### src/rtl/alert_ping_sched.sv
// Round-robin ping scheduler for alert channels: waits a period, pings one enabled
// channel, and waits for its ack or a timeout before moving on.
module alert_ping_sched #(
  parameter int NumAlerts = 4,
  parameter int CntW      = 16,
  localparam int SelW     = (NumAlerts > 1) ? $clog2(NumAlerts) : 1
) (
  input  logic                 clk_i,
  input  logic                 rst_ni,
  input  logic                 en_i,
  input  logic [NumAlerts-1:0] alert_en_i,
  input  logic [CntW-1:0]      period_i,
  input  logic [CntW-1:0]      timeout_i,
  output logic [NumAlerts-1:0] ping_req_o,
  input  logic [NumAlerts-1:0] ping_ok_i,
  output logic                 ping_done_o,
  output logic [NumAlerts-1:0] ping_fail_o,
  output logic                 busy_o,
  output logic [SelW-1:0]      sel_o
);

  typedef enum logic [1:0] {
    StIdle = 2'b00,
    StWait = 2'b01,
    StPing = 2'b10
  } state_e;

  state_e                state_q, state_d;
  logic [CntW-1:0]       cnt_q, cnt_d;
  logic [SelW-1:0]       ptr_q, ptr_d;
  logic [SelW-1:0]       sel_q, sel_d;
  logic                  done_q, done_d;
  logic [NumAlerts-1:0]  fail_q, fail_d;

  logic                  run_c;
  logic                  found_c;
  logic [SelW:0]         sum_c;
  logic [SelW-1:0]       pick_c;
  logic [SelW-1:0]       sel_next_c;

  assign run_c      = en_i && (|alert_en_i);
  assign sel_next_c = (sel_q == SelW'(NumAlerts - 1)) ? '0 : sel_q + SelW'(1);

  // First enabled channel at or after ptr, wrapping around the bank.
  always_comb begin
    found_c = 1'b0;
    sum_c   = '0;
    pick_c  = ptr_q;
    for (int i = 0; i < NumAlerts; i++) begin
      sum_c = {1'b0, ptr_q} + (SelW+1)'(i);
      if (sum_c >= (SelW+1)'(NumAlerts)) sum_c = sum_c - (SelW+1)'(NumAlerts);
      if (!found_c && alert_en_i[sum_c[SelW-1:0]]) begin
        found_c = 1'b1;
        pick_c  = sum_c[SelW-1:0];
      end
    end
  end

  always_comb begin
    state_d = state_q;
    cnt_d   = cnt_q;
    ptr_d   = ptr_q;
    sel_d   = sel_q;
    done_d  = 1'b0;
    fail_d  = '0;
    case (state_q)
      StIdle: begin
        if (run_c) begin
          cnt_d   = period_i;
          state_d = StWait;
        end
      end
      StWait: begin
        if (!run_c) begin
          state_d = StIdle;
        end else if (cnt_q != '0) begin
          cnt_d = cnt_q - CntW'(1);
        end else begin
          sel_d   = pick_c;
          cnt_d   = timeout_i;
          state_d = StPing;
        end
      end
      StPing: begin
        if (!run_c) begin
          state_d = StIdle;
        end else if (!alert_en_i[sel_q]) begin
          ptr_d   = sel_next_c;
          cnt_d   = period_i;
          state_d = StWait;
        end else if (ping_ok_i[sel_q]) begin
          // Ack takes priority over a timeout landing in the same cycle.
          done_d  = 1'b1;
          ptr_d   = sel_next_c;
          cnt_d   = period_i;
          state_d = StWait;
        end else if (cnt_q == '0) begin
          fail_d[sel_q] = 1'b1;
          ptr_d   = sel_next_c;
          cnt_d   = period_i;
          state_d = StWait;
        end else begin
          cnt_d = cnt_q - CntW'(1);
        end
      end
      default: begin
        state_d = StIdle;
        cnt_d   = '0;
      end
    endcase
  end

  always_ff @(posedge clk_i or negedge rst_ni) begin
    if (!rst_ni) begin
      state_q <= StIdle;
      cnt_q   <= '0;
      ptr_q   <= '0;
      sel_q   <= '0;
      done_q  <= 1'b0;
      fail_q  <= '0;
    end else begin
      state_q <= state_d;
      cnt_q   <= cnt_d;
      ptr_q   <= ptr_d;
      sel_q   <= sel_d;
      done_q  <= done_d;
      fail_q  <= fail_d;
    end
  end

  always_comb begin
    ping_req_o = '0;
    if (state_q == StPing) ping_req_o[sel_q] = 1'b1;
  end

  assign ping_done_o = done_q;
  assign ping_fail_o = fail_q;
  assign busy_o      = (state_q == StWait) || (state_q == StPing);
  assign sel_o       = sel_q;

endmodule
### config.mk
export PLATFORM = sky130hd
export DESIGN_NAME = alert_ping_sched
export DESIGN_NICKNAME = d
export VERILOG_FILES = /design/src/rtl/alert_ping_sched.sv
export SDC_FILE = /design/constraint.sdc
export NUM_CORES = 1
export LEC_CHECK = 0
export CAP_MARGIN = 20
export CORE_ASPECT_RATIO = 0.5
export CORE_MARGIN = 2
export CORE_UTILIZATION = 40
export DETAILED_ROUTE_END_ITERATION = 10
export HOLD_SLACK_MARGIN = 0.08
export PLACE_DENSITY = 0.75
export RECOVER_POWER = 25
export SYNTH_ARGS = -nofsm -noshare
export SYNTH_HDL_FRONTEND = slang
export SYNTH_SLANG_ARGS = --single-unit
### constraint.sdc
create_clock -name clk_i -period 7.9 [get_ports clk_i]
set_input_delay 0.79 -clock clk_i [delete_from_list [all_inputs] [get_ports clk_i]]
set_output_delay 0.79 -clock clk_i [all_outputs]
set_load 0.02 [all_outputs]
Word level (Yosys, flattened, before mapping)
Cells that the tools add are included.
- add/subtract/negate cells: 9
- order comparisons: 10
- equality and inequality tests: 9
- mux-type cells: 55
- bitwise operators: 1
- reductions and logical operators: 17
- operators with widths (cell ; count):
    two-way mux 16 bit ; 7
    one-hot mux 16 bit (3 select lines) ; 1
    two-way mux 2 bit ; 19
    two-way mux 4 bit ; 6
    zero test 16 bit ; 1
    nonzero test 16 bit ; 1
    subtractor 16 x 1 -> 16 bit, second input constant ; 1
    less-than comparator 2 x 3 -> 1 bit, second input constant ; 5
    two-way mux 1 bit ; 14
    binary-select mux 1 bit (select 2 bit) ; 6
    AND reduction 3 bit ; 4
    >= comparator 3 bit, second input constant ; 3
    subtractor 2 x 1 -> 2 bit, second input constant ; 4
    adder 2 x 2 -> 3 bit, second input constant ; 2
    != test 2 bit, second input constant ; 3
    one-hot mux 2 bit (3 select lines) ; 1
    logical AND 1 bit ; 5
    != test 5 bit, second input constant ; 1
    equality test 2 bit, second input constant ; 2
    OR reduction 4 bit ; 1
    adder 2 x 1 -> 3 bit, second input constant ; 1
    >= comparator 2 x 3 -> 1 bit, second input constant ; 1
    zero test 1 bit ; 3
    != test 3 x 1 -> 1 bit, second input constant ; 1
    other kinds (8) ; 8
- bits in registers: 27
- input bits: 43
- output and inout port bits: 12

Logic depth before layout (Yosys ltp)
Gate-level depths: netlist (run 1).
- depth after elaboration: 14
- depth in mapped cells: 9
- depth with buffers taken out: 7

Worst setup path after synthesis (run 1)
No wires, ideal clock.
- kind: input to register
- start: in alert_en_i[3]
- end: reg cnt_q[13]
- setup time: 0.127 ns
- arrival time: 2.485 ns
- data required time: 7.773 ns
- slack: 5.289 ns
- stages: 7
- cell sequence: clkbuf_1 o41ai_1 a21oi_1 clkbuf_1 a31o_2 a32oi_1 nand3_1
- word-level cells in the longest chain between the ends: 5
- RTL lines (item ; RTL line ; source):
    from (decl) ; 11 ; input logic [NumAlerts-1:0] alert_en_i,
    binary-select mux 1 bit (select 2 bit) ; 87 ; end else if (!alert_en_i[sel_q]) begin
    two-way mux 1 bit (implied by the code) ; 87 ;
    two-way mux 16 bit ; 87 ;
    two-way mux 16 bit ; 85 ; if (!run_c) begin
    one-hot mux 16 bit (3 select lines) ; 66 ; case (state_q)
    to (signal assigned) ; 123 ; cnt_q <= cnt_d;
    to (decl) ; 29 ; logic [CntW-1:0] cnt_q, cnt_d;
Several ways; a longest one is shown, not always the timed one. The select of a mux whose other input is x is not followed.
A chain may end at the register's enable or synchronous reset.

Final worst setup path (run 1)
- start: in alert_en_i[3]
- end: reg cnt_q[15]
The elaborated chain is that of the path after synthesis.

==> summary.md, run 1 <==
| Metric | Value |
|---|---|
| Outcome | `complete, but fails checks` |
| Violated checks | `max-capacitance violations, max-slew violations` |
| Worst-Skew Late Latency | `0.28 ns` |
| First-pass iteration count of the detailed router | `6` |
| Antenna viol nets, final | `0` |
| Post-CTS setup buffers | `0` |
| Cell Rows | `19` |
| Routed wire length | `6401 um` |
| Clock Tree Buf Depth | `2` |
| TritonCTS Sinks | `27` |
| Fin cells | `378` |
| HP Class | `flip-flop to flip-flop` |
| Die Ht | `56.85 um` |
| Layout Nets | `359` |
| Most common cell after layout, fill and taps aside | `clkdlybuf4s50_1` |
| Clock skew | `0.003972 ns` |
| Reg2reg path depth | `5` |
| FFs w/ async S/R, synth | `100.0%` |
| Initial core utilization | `41.05%` |
| Root Buffer | `clkbuf_8` |
| Fin util | `52.26%` |
| Synthesized instance count | `263` |
| Hold EP | `cnt_q[13]` |
| Area of the core | `0.005444 mm2` |
| IO buf count | `54` |
| # fillers | `535` |
| Final cycle utilization of the critical path | `42.00%` |
| Gates resized, CTS repair | `0` |
| Ys Warns | `0` |
| Mapped cell area | `0.002235 mm2` |
| Post-synthesis sequential area ratio | `30.24%` |
| Hold Violations, Final | `0` |
| Pwr Density | `232.8 mW/mm2` |
| Wire per inst | `16.93 um` |
| DIE AREA | `0.006237 mm2` |
| Critical path launch point type | `input pin` |
| Number of buffers created by CTS | `3` |
| Antenna fix cells | `0` |
| Worst Path Required | `8.10 ns` |
| Critical path arrival | `3.52 ns` |
| H-tree lvl count | `1` |
| Synth unique cells | `54` |
| Post-cts hold buffer count | `0` |
| Min Clock Period, post-route | `3.318 ns` |
| R2R setup slack | `4.81 ns` |
| DR vias | `2,330` |
| Achievable Freq | `301.4 MHz` |
| Final HPWL DP | `4689 um` |
| Share of layout cells above drive strength 1 | `5.574%` |
| Net Count, Synth | `316` |
| Peak supply drop | `0.1018 mV` |
| Total track usage | `21.85%` |
| Reg-to-reg endpoint | `state_q[0]` |
| Kind of critical path | `input pin to flip-flop` |
| Drt via density | `6.164` |
| Area grow syn2layout | `27.32%` |
| Antenna violations before repair | `0` |
| Detailed-route DRC error count | `0` |
| Setup Viol. Count Final | `0` |
| Worst-path maximum fanout | `14` |
| Min-delay src | `cnt_q[13]` |
| Post-synth EDFFs | `0` |
| Vias in the first global route | `2,208` |
| Relative slew slack | `-4.126%` |
| Tot Pwr | `662.3 uW` |
| Largest net degree at the start of global routing | `28` |
| Setup TNS | `0 ns` |
| Reg2reg start | `cnt_q[2]` |
| Most frequent cells in the layout | `clkdlybuf4s50_1 (53), dfrtp_1 (27), o21ai_0 (21), nand2_1 (19), nand3_1 (17)` |
| Post-synth top flop | `dfrtp_1` |
| Clock transition at path regs | `0.10 ns` |
| CTS tree | `done` |
| Max-slew violation count | `28` |
| Initial DRC count | `199` |
| Mean post-synth cell area | `8.497 um2` |
| GR Overflow Total | `0` |
| Cell total after placement | `374` |
| Hold depth | `2` |
| Die Span X | `109.7 um` |
| RSZ-0062 raised after global routing | `false` |
| Worst setup EP type | `flip-flop` |
| Leak pwr | `0.001118 uW` |
| First-pass GRT wire length | `10,760 um` |
| Max-capacitance violation count | `1` |
| Gpl congestion | `0.9003` |
| IO Count | `55` |
| Synthesized flop and latch total | `27` |
| Worst Tran Pin Value | `1.562 ns` |
routing by layer:
layer,GRT usage [%],vias up,wire length [um]
met5,0,-,0
met4,5.606,0,97
met3,3.833,12,475
met2,34.48,98,2929
met1,30.90,1133,2898
li1,-,1087,-
how the worst max path moves through the flow:
stage             startpoint  slack, ns         to  depth (start not counted)
3_5_place_dp   alert_en_i[3]       4.37  cnt_q[15]                          6
3_3_place_gp   alert_en_i[3]       4.49   cnt_q[9]                          6
2_1_floorplan  alert_en_i[3]       5.29  cnt_q[13]                          7
4_1_cts        alert_en_i[3]       4.66  cnt_q[15]                          6
5_1_grt        alert_en_i[3]       4.30  cnt_q[15]                          6
6_report       alert_en_i[3]       4.58  cnt_q[15]                          6
cells by family after synthesis:
group | synth area share, %
AO/OA/AOI/OAI | 24.19
XOR/XNOR | 3.920
adder cells (fa/ha/maj) | 5.599
buffers and inverters | 5.823
flip-flops | 30.24
multiplexers | 7.671
AND/OR/NAND/NOR | 22.56
stage by stage:
stage | setup WS [ns] | instance area [um2] | hold slack [ns]
floorplan | 5.289 | 2235 | 0.4897
global placement | 4.487 | 2804 | 0.5170
detailed placement | 4.371 | 2804 | 0.5280
CTS | 4.664 | 2849 | 0.5526
global route | 4.296 | 2845 | 0.5818
finish | 4.582 | 2845 | 0.5539
area by class of cell:
cell class                 instances  area, um2  share of cell area, %
tap                               73      91.34                  3.210
inverter                          14      52.55                  1.847
sequential                        27      675.6                  23.75
timing repair buffer              56      551.8                  19.39
clock buffer                       4      45.04                  1.583
multi-input combinational        204       1429                  50.22
worst max-delay path, stage by stage:
cell and delay [ns]:
clkdlybuf4s50_1 0.55, o41ai_1 0.87, nand2_1 0.51, nand2_1 0.44
o21ai_0 0.15, o211ai_1 0.21
cell usage after synthesis (all sizes together) (5+ instances only):
library cell	count	area share, %
inv	14	2.4
dfrtp	27	30
nor2	9	1.5
buf	6	1.5
nand3	17	3.8
a31oi	13	3.6
mux2	7	3.9
a21oi	9	2.0
o21ai	21	4.7
nor4	7	2.6
xor2	8	3.1
nand2	19	3.2
clkbuf	12	2.0
nor3	6	1.3
or3	5	1.4
ha	10	5.6
and2	6	1.7
state kept, by name (all words and copies together), names as in the netlist:
name	flops
ping_done_o	1
sel_o	2
ping_fail_o	4
state_q	2
ptr_q	2
cnt_q	16
power by group:
| group | leakage, uW | internal [uW] | switching (uW) |
|---|---|---|---|
| registers | 0.000339 | 182 | 66.8 |
| clock network | 0.0000228 | 36.4 | 49.2 |
| logic | 0.000756 | 147 | 181 |
No activity file was read; power rests on OpenSTA's default activity.
==> run 2: changes to the inputs <==
Clock period 7.9 ns to 3.1 ns, I/O delays scaled along.
==> summary.md, run 2 (synthesis results as in run 1) <==
| Metric | Value |
|---|---|
| Worst-path maximum fanout | `9 (was 14)` |
| Vias in the first global route | `2,247 (was 2,208)` |
| Achievable Freq | `366.3 MHz` |
| # fillers | `527 (was 535)` |
| Min Hold Slack | `0.5602 ns (was 0.5539 ns)` |
| GR Overflow Total | `0 (unchanged)` |
| Peak supply drop | `0.2572 mV (was 0.1018 mV)` |
| First-pass GRT wire length | `10,960 um (was 10,760 um)` |
| Setup Viol. Count Final | `0 (unchanged)` |
| Max-slew violation count | `28 (unchanged)` |
| IO Count | `55 (unchanged)` |
| Most frequent cells in the layout | `clkdlybuf4s50_1 (53), dfrtp_1 (27), o21ai_0 (21), nand2_1 (19), nand3_1 (17) (unchanged)` |
| Final cycle utilization of the critical path | `88.07%` |
| Initial core utilization | `41.05% (unchanged)` |
| DIE AREA | `0.006237 mm2 (unchanged)` |
| IO buf count | `54 (unchanged)` |
| HP Class | `flip-flop to flip-flop (unchanged)` |
| Number of buffers created by CTS | `3 (unchanged)` |
| Largest net degree at the start of global routing | `28 (unchanged)` |
| Die Span X | `109.7 um (unchanged)` |
| Area of the core | `0.005444 mm2 (unchanged)` |
| Critical path arrival | `2.90 ns (was 3.52 ns)` |
| CTS tree | `done (unchanged)` |
| Clock transition at path regs | `0.10 ns (about the same)` |
| Most common cell after layout, fill and taps aside | `clkdlybuf4s50_1 (unchanged)` |
| Area grow syn2layout | `29.68% (was 27.32%)` |
| Kind of critical path | `flip-flop to flip-flop (was input pin to flip-flop)` |
| Critical path launch point type | `flip-flop (was input pin)` |
| Drt via density | `6.052 (was 6.164)` |
| RSZ-0062 raised after global routing | `false (unchanged)` |
| TritonCTS Sinks | `27 (unchanged)` |
| Post-Place Cell Area | `0.002856 mm2 (was 0.002804 mm2)` |
| Register Area | `675.6 um2 (unchanged)` |
| Max-capacitance violation count | `1 (unchanged)` |
| Pwr Density | `590.5 mW/mm2 (was 232.8 mW/mm2)` |
| Layout Nets | `366 (was 359)` |
| Detailed-route DRC error count | `0 (unchanged)` |
| First-pass iteration count of the detailed router | `5 (was 6)` |
| Hold Violations, Final | `0 (unchanged)` |
| Worst setup EP type | `flip-flop (unchanged)` |
| Min Clock Period, post-route | `2.730 ns` |
| Setup TNS | `0 ns (unchanged)` |
| Worst Path Required | `3.27 ns (was 8.10 ns)` |
| Share of layout cells above drive strength 1 | `7.692% (was 5.574%)` |
| Total track usage | `22.50% (was 21.85%)` |
| Antenna violations before repair | `0 (unchanged)` |
| Wire per inst | `16.98 um (was 16.93 um)` |
| Worst Tran Pin Value | `1.564 ns (was 1.562 ns)` |
| Cell Rows | `19 (unchanged)` |
| Die Ht | `56.85 um (unchanged)` |
| Root Buffer | `clkbuf_8 (unchanged)` |
| Largest register by flop count | `cnt_q (unchanged)` |
| H-tree lvl count | `1 (unchanged)` |
| Routed wire length | `6537 um (was 6401 um)` |
| Leak pwr | `0.001152 uW (was 0.001118 uW)` |
| Antenna fix cells | `0 (unchanged)` |
| Antenna viol nets, final | `0 (unchanged)` |
| Multi-input logic area | `0.001429 mm2 (unchanged)` |
| Final HPWL DP | `4846 um (was 4689 um)` |
| DR vias | `2,330 (unchanged)` |
| Worst-Skew Late Latency | `0.28 ns (about the same)` |
| Outcome | `complete, but fails checks (unchanged)` |
| Max FFs per register | `16 (unchanged)` |
| Clock skew | `0.001721 ns (was 0.003972 ns)` |
| Initial DRC count | `214 (was 199)` |
| Violated checks | `max-capacitance violations, max-slew violations (unchanged)` |
| Gpl congestion | `0.8772 (was 0.9003)` |
| Final Cell Area | `0.002898 mm2 (was 0.002845 mm2)` |
| Post-CTS setup buffers | `0 (unchanged)` |
| Post-cts hold buffer count | `0 (unchanged)` |
| Relative slew slack | `-4.235% (was -4.126%)` |
| Clock Tree Buf Depth | `2 (unchanged)` |
| Gates resized, CTS repair | `0 (unchanged)` |
run 2: changes by cell type in the layout (fill, tap and decap cells not counted):
cell   previous run  this run
buf_4             1         8
run 2: worst paths after layout:
check / cells past startpoint / endpoint / from / slack (ns)
setup / recovery: 7 / cnt_q[2] / cnt_q[0] / 0.37
hold / removal: 2 / cnt_q[13] / cnt_q[13] / 0.56
setup reg to reg: 7 / cnt_q[2] / cnt_q[0] / 0.37
hold reg to reg: 2 / cnt_q[13] / cnt_q[13] / 0.56
max in group asynchronous: 2 / ping_fail_o[3] / rst_ni / 1.26
min in group asynchronous: 2 / cnt_q[10] / rst_ni / 0.94
run 2: critical path, stage by stage (launching register included):
cell	delay, ns
dfrtp_1	0.45
inv_1	0.13
ha_1	0.18
or4b_2	0.65
or4_4	0.53
mux2_4	0.32
a221oi_1	0.25
a21oi_1	0.10
run 2: metal layers:
layer	GRT usage [%]	wire, um	vias to the layer above
li1	-	-	1101
met5	0	0	-
met3	3.833	434	9
met4	5.244	61	0
met1	31.50	3010	1116
met2	36.24	3031	104
run 2: metrics by stage:
step                      worst slack, ns  cells  power [uW]  utilization (%)
after floorplan                    0.5283    263        1214                -
after global placement             0.5000    381        1447            52.47
after detailed placement           0.4012    381        1480            52.47
after CTS                          0.3934    385        1696            53.30
after global routing               0.3057    385        1838            53.23
final                              0.3700    385        1711            53.23
run 2: report_power, final:
| part | switching [uW] | total, uW | internal (uW) |
|---|---|---|---|
| Sequential | 162 | 625 | 463 |
| Combinational | 478 | 870 | 392 |
| Clock | 123 | 216 | 92.7 |
| Total | 763 | 1710 | 948 |
run 2: final cells by class:
cell class	instances	share of cell area, %
multi-input combinational	204	49.31
sequential	27	23.32
timing repair buffer	63	20.85
tap	73	3.152
inverter	14	1.813
clock buffer	4	1.554
==> run 3: changes to the inputs <==
Settings changed: SETUP_SLACK_MARGIN set to 0.5, TNS_END_PERCENT set to 10.
==> summary.md, run 3 (synthesis results as in run 1) <==
| Metric | Value |
|---|---|
| Outcome | `complete, but fails checks (unchanged)` |
| Violated checks | `max-capacitance violations, max-slew violations (unchanged)` |
| Clock transition at path regs | `0.10 ns (about the same)` |
| Vias in the first global route | `2,275 (was 2,247)` |
| Worst-Skew Late Latency | `0.28 ns (about the same)` |
| Routed wl met2 | `3179 um (was 3031 um)` |
| IO Count | `55 (unchanged)` |
| GR Overflow Total | `0 (unchanged)` |
| First-pass iteration count of the detailed router | `5 (unchanged)` |
| Max FFs per register | `16 (unchanged)` |
| Die Span X | `109.7 um (unchanged)` |
| Comb power frac | `51.6% (was 50.8%)` |
| Gpl congestion | `0.8772 (unchanged)` |
| Die Ht | `56.85 um (unchanged)` |
| Reg2reg path depth | `7 (unchanged)` |
| Number of buffers created by CTS | `3 (unchanged)` |
| First-pass GRT wire length | `11,060 um (was 10,960 um)` |
| Detailed-route DRC error count | `0 (unchanged)` |
| Seq pwr share | `36.2% (was 36.6%)` |
| TritonCTS Sinks | `27 (unchanged)` |
| Max-slew violation count | `28 (unchanged)` |
| Net Sw Frac | `44.60% (was 44.62%)` |
| Peak supply drop | `0.2565 mV (was 0.2572 mV)` |
| Cell Rows | `19 (unchanged)` |
| Met3 wire length | `512 um (was 434 um)` |
| Wire per inst | `17.35 um (was 16.98 um)` |
| Drt via density | `6.188 (was 6.052)` |
| Worst Setup EP | `cnt_q[2] (unchanged)` |
| Final cycle utilization of the critical path | `84.14% (was 88.07%)` |
| DR vias | `2,407 (was 2,330)` |
| Critical path arrival | `2.78 ns (was 2.90 ns)` |
| Clock skew | `0.004478 ns (was 0.001721 ns)` |
| Hold Violations, Final | `0 (unchanged)` |
| Min Hold Slack | `0.5624 ns (was 0.5602 ns)` |
| Share of layout cells above drive strength 1 | `9.810% (was 7.692%)` |
| Slowest CP cell | `or4_4 (was or4b_2)` |
| Max-capacitance violation count | `1 (unchanged)` |
| Initial DRC count | `197 (was 214)` |
| R2R setup slack | `0.49 ns (was 0.37 ns)` |
| Setup TNS | `0 ns (unchanged)` |
| Leak pwr | `0.001177 uW (was 0.001152 uW)` |
| Antenna violations before repair | `0 (unchanged)` |
| Critical path launch point type | `flip-flop (unchanged)` |
| DIE AREA | `0.006237 mm2 (unchanged)` |
| Area grow syn2layout | `31.58% (was 29.68%)` |
| WL met1 | `2960 um (was 3010 um)` |
| Critical path origin | `cnt_q[0] (unchanged)` |
| Fin util | `54.01% (was 53.23%)` |
| Worst setup EP type | `flip-flop (unchanged)` |
| Antenna fix cells | `0 (unchanged)` |
| Post-cts hold buffer count | `0 (unchanged)` |
| Stages on worst setup path | `7 (unchanged)` |
| Internal power | `963.3 uW (was 947.6 uW)` |
| CP top delay family | `simple AND/OR/NAND/NOR gates (unchanged)` |
| Kind of critical path | `flip-flop to flip-flop (unchanged)` |
| Reg2reg start | `cnt_q[0] (unchanged)` |
| Layout Nets | `370 (was 366)` |
| IO buf count | `54 (unchanged)` |
| Worst-path maximum fanout | `8 (was 9)` |
| HP Class | `flip-flop to flip-flop (unchanged)` |
| Area of the core | `0.005444 mm2 (unchanged)` |
| Relative slew slack | `-4.658% (was -4.235%)` |
| Worst Tran Pin Value | `1.570 ns (was 1.564 ns)` |
| Routed wire length | `6751 um (was 6537 um)` |
| Antenna viol nets, final | `0 (unchanged)` |
| Cell Chain, Critical Path | `inv_1 -> ha_1 -> or4b_4 -> or4_4 -> mux2_4 -> a221oi_1 -> a21oi_1 (was inv_1 -> ha_1 -> or4b_2 -> or4_4 -> mux2_4 -> a221oi_1 -> a21oi_1)` |
| Most common cell after layout, fill and taps aside | `clkdlybuf4s50_1 (unchanged)` |
| Largest register by flop count | `cnt_q (unchanged)` |
| Pwr Density | `591.3 mW/mm2 (was 590.5 mW/mm2)` |
| Clock power share | `12.2% (was 12.6%)` |
| H-tree lvl count | `1 (unchanged)` |
| Total track usage | `22.68% (was 22.50%)` |
| Most frequent cells in the layout | `clkdlybuf4s50_1 (53), dfrtp_1 (27), o21ai_0 (21), nand2_1 (19), nand3_1 (17) (unchanged)` |
| Clock Tree Buf Depth | `2 (unchanged)` |
| Setup Viol. Count Final | `0 (unchanged)` |
| RSZ-0062 raised after global routing | `true (was false)` |
| Root Buffer | `clkbuf_8 (unchanged)` |
| Initial core utilization | `41.05% (unchanged)` |
| Buf+Inv Stages, Crit Path | `1 (unchanged)` |
| Worst Path Required | `3.27 ns (about the same)` |
| Reg-to-reg endpoint | `cnt_q[2] (unchanged)` |
| Max layer used | `met4 (unchanged)` |
| Largest net degree at the start of global routing | `28 (unchanged)` |
| Achievable Freq | `383.4 MHz (was 366.3 MHz)` |
| CP max stage delay | `0.61 ns (was 0.65 ns)` |
| CTS tree | `done (unchanged)` |
| P_sw | `775.4 uW (was 763.5 uW)` |
| Final HPWL DP | `4846 um (unchanged)` |
| Min Clock Period, post-route | `2.608 ns (was 2.730 ns)` |
-- run 3: changes by cell type in the layout (fill, tap and decap cells not counted) --
cell,delta
or4_4,+2
or4b_2,-1
and2_2,+1
and2_1,-1
or4_1,-2
buf_4,+4
or4b_4,+1
-- run 3: repair_timing --
item	in CTS	in global routing
gates resized for setup	2	2
buffers inserted	2	2
pin swaps	1	1
hold endpoints to repair	0	0
setup endpoints to repair	3	21
-- run 3: layout make-up --
class	instances	area [um2]
fillers	525	2504
multi-input cells	204	1441
flip-flops and latches	27	675.6
repair buffers	67	634.4
well taps	73	91.34
inverters	14	52.55
clock buffers	4	45.04
-- run 3: worst min path at each step --
stage | slack, ns | cells after the start | start | endpoint
after global placement | 0.52 | 2 | cnt_q[13] | cnt_q[13]
after global routing | 0.61 | 3 | period_i[8] | cnt_q[8]
final | 0.56 | 2 | cnt_q[13] | cnt_q[13]
after floorplan | 0.01 | 0 | rst_ni | cnt_q[0]
after detailed placement | 0.53 | 2 | cnt_q[13] | cnt_q[13]
after CTS | 0.42 | 2 | rst_ni | cnt_q[10]
-- run 3: power groups by stage --
stage | clock, uW | combinational (uW) | sequential, uW
detailed placement | 0 | 854 | 626
CTS | 216 | 880 | 617
finish | 212 | 898 | 629
global route | 229 | 986 | 651
floorplan | 0 | 639 | 575
global placement | 0 | 831 | 616
-- run 3: worst min-delay path: stages (launching register included) --
cell	delay, ns
dfrtp_1	0.38
a32oi_1	0.07
nand3_1	0.08
-- run 3: through the flow --
step / worst slack, ns / total power, uW / cells / area, um2
3_3_place_gp: 0.5000 / 1447 / 381 / 2856
6_report: 0.4917 / 1739 / 389 / 2940
2_1_floorplan: 0.5283 / 1214 / 263 / 2235
3_5_place_dp: 0.4012 / 1480 / 381 / 2856
4_1_cts: 0.5079 / 1714 / 387 / 2924
5_1_grt: 0.4258 / 1866 / 389 / 2940
-- run 3: routing by layer --
layer | vias up | track usage (%)
met5 | - | 0
met4 | 0 | 6.510
met3 | 14 | 4.530
met2 | 125 | 36.07
met1 | 1163 | 31.21
li1 | 1105 | -
